[src/rtl/hand_cricket_pkg.sv]
// Shared types and constants for the hand-cricket match controller.
// Imported by the ball evaluator and the match-level FSM.
package hand_cricket_pkg;

  typedef enum logic [2:0] {
    IDLE  = 3'd0,
    INN1  = 3'd1,
    BREAK = 3'd2,
    INN2  = 3'd3,
    DONE  = 3'd4
  } state_e;

  typedef enum logic [1:0] {
    NONE = 2'd0,
    P1   = 2'd1,
    P2   = 2'd2,
    TIE  = 2'd3
  } winner_e;

  localparam logic [2:0] MAX_RUN = 3'd6;

endpackage

[src/rtl/hand_cricket_ball_eval.sv]
// Per-ball evaluation: legality, wicket detection and the batter's runs.
// Purely combinational; the match controller registers the results.
import hand_cricket_pkg::*;

module hand_cricket_ball_eval (
  input  logic [2:0] p1_run,
  input  logic [2:0] p2_run,
  input  logic       p1_batting,
  output logic       legal,
  output logic       is_out,
  output logic [2:0] runs
);

  always_comb begin
    legal  = (p1_run <= MAX_RUN) && (p2_run <= MAX_RUN);
    is_out = legal && (p1_run == p2_run);
    runs   = 3'd0;
    if (legal && !is_out)
      runs = p1_batting ? p1_run : p2_run;
  end

endmodule

[src/rtl/hand_cricket_match_ctrl.sv]
// Match-level FSM for hand cricket: two innings, role swap at the break,
// chase tracking with early finish, and winner declaration.
import hand_cricket_pkg::*;

module hand_cricket_match_ctrl #(
  parameter int BALLS_PER_INN = 6,
  parameter int WKTS_PER_INN  = 2,
  parameter int SCORE_W       = 8
) (
  input  logic               clk,
  input  logic               reset,
  input  logic               start,
  input  logic               p1_bats_first,
  input  logic               ball_valid,
  input  logic [2:0]         p1_run,
  input  logic [2:0]         p2_run,
  output state_e             state,
  output logic               p1_batting,
  output logic [SCORE_W-1:0] score_p1,
  output logic [SCORE_W-1:0] score_p2,
  output logic [5:0]         ball_cnt,
  output logic [2:0]         wkt_cnt,
  output logic               out_pulse,
  output logic               bad_ball,
  output logic               match_done,
  output logic [1:0]         winner
);

  logic               legal;
  logic               is_out;
  logic [2:0]         runs;
  logic [SCORE_W-1:0] bat_score;
  logic [SCORE_W-1:0] fld_score;
  logic [SCORE_W-1:0] bat_next;
  logic [SCORE_W:0]   sum;
  logic [5:0]         ball_next;
  logic [2:0]         wkt_next;
  logic               inn_end;
  logic               chased;

  hand_cricket_ball_eval u_eval (
    .p1_run     (p1_run),
    .p2_run     (p2_run),
    .p1_batting (p1_batting),
    .legal      (legal),
    .is_out     (is_out),
    .runs       (runs)
  );

  // In INN2 the fielding side's score is the target set in INN1.
  always_comb begin
    bat_score = p1_batting ? score_p1 : score_p2;
    fld_score = p1_batting ? score_p2 : score_p1;
    sum       = {1'b0, bat_score} + (SCORE_W+1)'(runs);
    bat_next  = sum[SCORE_W] ? '1 : sum[SCORE_W-1:0];
    ball_next = ball_cnt + 6'd1;
    wkt_next  = wkt_cnt + {2'b00, is_out};
    inn_end   = (wkt_next == 3'(WKTS_PER_INN)) ||
                (ball_next == 6'(BALLS_PER_INN));
    chased    = bat_next > fld_score;
  end

  always_ff @(posedge clk or posedge reset) begin
    if (reset) begin
      state      <= IDLE;
      p1_batting <= 1'b0;
      score_p1   <= '0;
      score_p2   <= '0;
      ball_cnt   <= '0;
      wkt_cnt    <= '0;
      out_pulse  <= 1'b0;
      bad_ball   <= 1'b0;
      match_done <= 1'b0;
      winner     <= NONE;
    end else begin
      out_pulse <= 1'b0;
      bad_ball  <= 1'b0;
      unique case (state)
        IDLE, DONE: begin
          if (start) begin
            state      <= INN1;
            p1_batting <= p1_bats_first;
            score_p1   <= '0;
            score_p2   <= '0;
            ball_cnt   <= '0;
            wkt_cnt    <= '0;
            match_done <= 1'b0;
            winner     <= NONE;
          end
        end
        INN1, INN2: begin
          if (ball_valid && !legal) begin
            bad_ball <= 1'b1;
          end else if (ball_valid) begin
            ball_cnt  <= ball_next;
            wkt_cnt   <= wkt_next;
            out_pulse <= is_out;
            if (p1_batting) score_p1 <= bat_next;
            else            score_p2 <= bat_next;
            if (state == INN1) begin
              if (inn_end) state <= BREAK;
            end else if (chased) begin
              state      <= DONE;
              match_done <= 1'b1;
              winner     <= p1_batting ? P1 : P2;
            end else if (inn_end) begin
              state      <= DONE;
              match_done <= 1'b1;
              if (bat_next == fld_score) winner <= TIE;
              else winner <= p1_batting ? P2 : P1;
            end
          end
        end
        BREAK: begin
          state      <= INN2;
          ball_cnt   <= '0;
          wkt_cnt    <= '0;
          p1_batting <= ~p1_batting;
        end
        default: state <= IDLE;
      endcase
    end
  end

endmodule

[config.mk]
export PLATFORM = sky130hd
export DESIGN_NAME = hand_cricket_match_ctrl
export DESIGN_NICKNAME = d
export VERILOG_FILES = /design/src/rtl/hand_cricket_pkg.sv /design/src/rtl/hand_cricket_ball_eval.sv /design/src/rtl/hand_cricket_match_ctrl.sv
export SDC_FILE = /design/constraint.sdc
export NUM_CORES = 1
export LEC_CHECK = 0
export BUFFER_PORTS_ARGS = -buffer_cell sky130_fd_sc_hd__buf_2
export CELL_PAD_IN_SITES_DETAIL_PLACEMENT = 1
export CELL_PAD_IN_SITES_GLOBAL_PLACEMENT = 2
export CORE_MARGIN = 10
export CORE_UTILIZATION = 37
export CTS_BUF_LIST = sky130_fd_sc_hd__clkbuf_8 sky130_fd_sc_hd__clkbuf_16
export DETAILED_ROUTE_END_ITERATION = 10
export PLACE_DENSITY_LB_ADDON = 0.1
export SYNTH_ARGS = -nofsm -noshare
export SYNTH_HDL_FRONTEND = slang
export SYNTH_SLANG_ARGS = --single-unit
[constraint.sdc]
create_clock -name clk -period 7.9 [get_ports clk]
set_input_delay 0 -clock clk [delete_from_list [all_inputs] [get_ports clk]]
set_output_delay 0 -clock clk [all_outputs]
set_load 0.01 [all_outputs]
==> run metrics <==
die width 99.9 um; top cells by count, synth dfrtp_1 (34), nand2_1 (33), a21oi_1 (16), nor2_1 (16), ha_1 (15); status finished, final reports clean; pwr/cell area 396 nW/um2; Primary FF master, synth dfrtp_1; number of max-cap violations 0; endpoints failing hold 0; Initial Util 0.377; clk slew on worst S/H paths 80 ps; Synth cell types 53; Setup crit end kind flop; Layout area overhead 15.3%; Cells after Synth 248; layout cells sized above 1 0.262; TritonCTS clock tree built; Max Slew Vio Count 0; WL/cell 17.8 um; Worst Hold Class primary input to flop; EDFF count, synth 0; hold path endpoint bad_ball$_DFF_PP0_; Synth top area share 0.360; reg2reg setup slack 3470 ps; busiest layer in global routing met2; Post-Syn Nets 275; post-route antenna net violation count 0; GRT met3 Usage 0.0378; Skew-Pair Late Insertion Delay 300 ps; Tcrit/Tclk final 0.560; hold_sp ball_valid; startpoint types flop; GRT overflow 0; relative slew slack 0.423; Ports 45; Final Skew 12.5 ps; crit path kind flop to flop; row cnt 29; vias per cell 5.48; Buffers on Ports 44; Crit Reg-Reg Endpoint winner[0]$_DFFE_PP0P_; Worst Tran Pin Value 865 ps; Worst EP required 8130 ps; hpwl dp 5.04 mm; Final min period 4430 ps; H-tree depth 2; YS warnings 0; nets 321; DP Area 2640 um2; drt pass-1 iters 4; Avg Cell Area, Syn 9.54 um2; met2 GRT Util 0.234; clock root cell clkbuf_8; cell taking the most area after synthesis dfrtp_1; initial antenna violation count 0; Fmax 226 MHz; die area 9990 um2; Die Ht 99.9 um; via count 2033; TritonCTS sink count 34; VDD IR max 187 uV; fillers 750; Reg2Reg Depth 16; Static Leak 0.00138 uW; sequential-to-total area share from yosys stat 0.360; footprint of the multi-input gates 1430 um2; Critical Path AT 4660 ps; ys async rst share 1.00; pin count of the biggest net entering global routing 35; count leader, synth dfrtp_1; cts repair resizes 0; TNS Setup 0 ps; vias in the first global route 2171; CTS buffer count 5; Tot GR Track Use 0.133; final setup violation count 0; maximum net fanout on the critical path 20; first-pass GRT wire length 10.9 mm; final RePlAce weighted congestion 0.731; Seq cells post-synth 34; drt drc 0; Starting DRT DRC Count 44; grt met1 use 0.153; WL final 6.60 mm; reg-to-reg startpoint p1_batting$_DFFE_PP0P_; post-route cell area 2730 um2; antenna cells 0; main area contributors after synthesis dfrtp_1 (36%), ha_1 (7.9%), mux2i_1 (5.9%), nand2_1 (5.2%), mux2_2 (4.8%); synthesized cell area 2360 um2; RSZ-0062 raised after global routing false; Hold Path Depth 3; register area 851 um2; placeable core region 6280 um2; clk buf depth 2; utilization after layout 0.435
==> registers in the layout, indices dropped and copies added (netlist names) <==
register / cells
score_p1: 8
bad_ball: 1
match_done: 1
state: 3
out_pulse: 1
ball_cnt: 6
winner: 2
score_p2: 8
p1_batting: 1
wkt_cnt: 3
==> routing by layer <==
layer | up-vias | part of all wire
met5 | - | 0
met4 | 0 | 0.010
met3 | 6 | 0.042
met2 | 33 | 0.51
met1 | 1011 | 0.44
li1 | 983 | -
==> timing repair <==
action / in CTS / in global routing
hold buffers: 1 / 0
hold endpoints to repair: 34 / 0
buffers inserted: 0 / 0
==> how the worst max path moves through the flow <==
| stage | cells after the start | startpoint | slack, ps | endpoint |
|---|---|---|---|---|
| 2_1_floorplan | 20 | p1_batting$_DFFE_PP0P_ | 3550 | winner[0]$_DFFE_PP0P_ |
| 3_3_place_gp | 16 | p1_batting$_DFFE_PP0P_ | 3610 | winner[0]$_DFFE_PP0P_ |
| 3_5_place_dp | 16 | p1_batting$_DFFE_PP0P_ | 3480 | winner[0]$_DFFE_PP0P_ |
| 4_1_cts | 16 | p1_batting$_DFFE_PP0P_ | 3450 | winner[0]$_DFFE_PP0P_ |
| 5_1_grt | 15 | p1_batting$_DFFE_PP0P_ | 3140 | winner[0]$_DFFE_PP0P_ |
| 6_report | 16 | p1_batting$_DFFE_PP0P_ | 3470 | winner[0]$_DFFE_PP0P_ |
==> where the power goes <==
part | switching, uW | total [uW] | leakage [uW] | internal [uW]
sequential | 71.6 | 296 | 0.000446 | 224
combinational | 366 | 656 | 0.000889 | 290
clock | 68.9 | 128 | 0.0000438 | 59.2
==> per-stage QoR <==
stage                     total power [uW]  hold WS (ps)  cells  worst slack (ps)
after global placement                 953           127    363              3610
after detailed placement               965           136    363              3480
after floorplan                        780           142    248              3550
after CTS                             1100          18.9    371              3450
after global routing                  1190          39.2    371              3140
final                                 1080          12.2    371              3470
==> layout make-up <==
class,count,share of cell area
multi-input combinational,198,0.523
sequential,34,0.312
clock buffer,5,0.0252
clock inverter,2,0.00367
timing repair buffer,47,0.0899
tap,77,0.0353
inverter,8,0.0110
==> cell families (layout without fill, tap and decap cells) <==
| group | Yosys count | count (layout) | share of synthesized area |
|---|---|---|---|
| AO/OA/AOI/OAI | 56 | 56 | 0.158 |
| buffers and inverters | 16 | 62 | 0.0370 |
| adder cells (fa/ha/maj) | 16 | 16 | 0.0878 |
| flip-flops | 34 | 34 | 0.360 |
| AND/OR/NAND/NOR | 87 | 87 | 0.187 |
| XOR/XNOR | 10 | 10 | 0.0370 |
| multiplexers | 29 | 29 | 0.134 |
==> critical path: stages (launching register included) <==
cell      delay [ps]
dfrtp_1          760
buf_4            380
mux2i_1          220
nor2_1            70
ha_1             340
and2b_1          200
o21bai_4         160
or2_4            150
nand2_1           40
mux2_2           300
ha_1             330
nand4_1          160
or2_1            310
and2_1           170
o41ai_1          550
nand2_1          120
o21ai_1           90
==> cell usage in the layout (no fill, tap or decap), types with 4 or more instances in the layout <==
| cell type | instances |
|---|---|
| a21oi_1 | 16 |
| buf_2 | 44 |
| clkbuf_8 | 5 |
| dfrtp_1 | 34 |
| ha_1 | 15 |
| inv_1 | 8 |
| mux2_2 | 10 |
| mux2i_1 | 14 |
| nand2_1 | 33 |
| nand3_1 | 4 |
| nor2_1 | 16 |
| nor3_1 | 4 |
| o21ai_0 | 13 |
| o21ai_1 | 4 |
| xnor2_1 | 7 |
No activity file was read; power rests on OpenSTA's default activity.
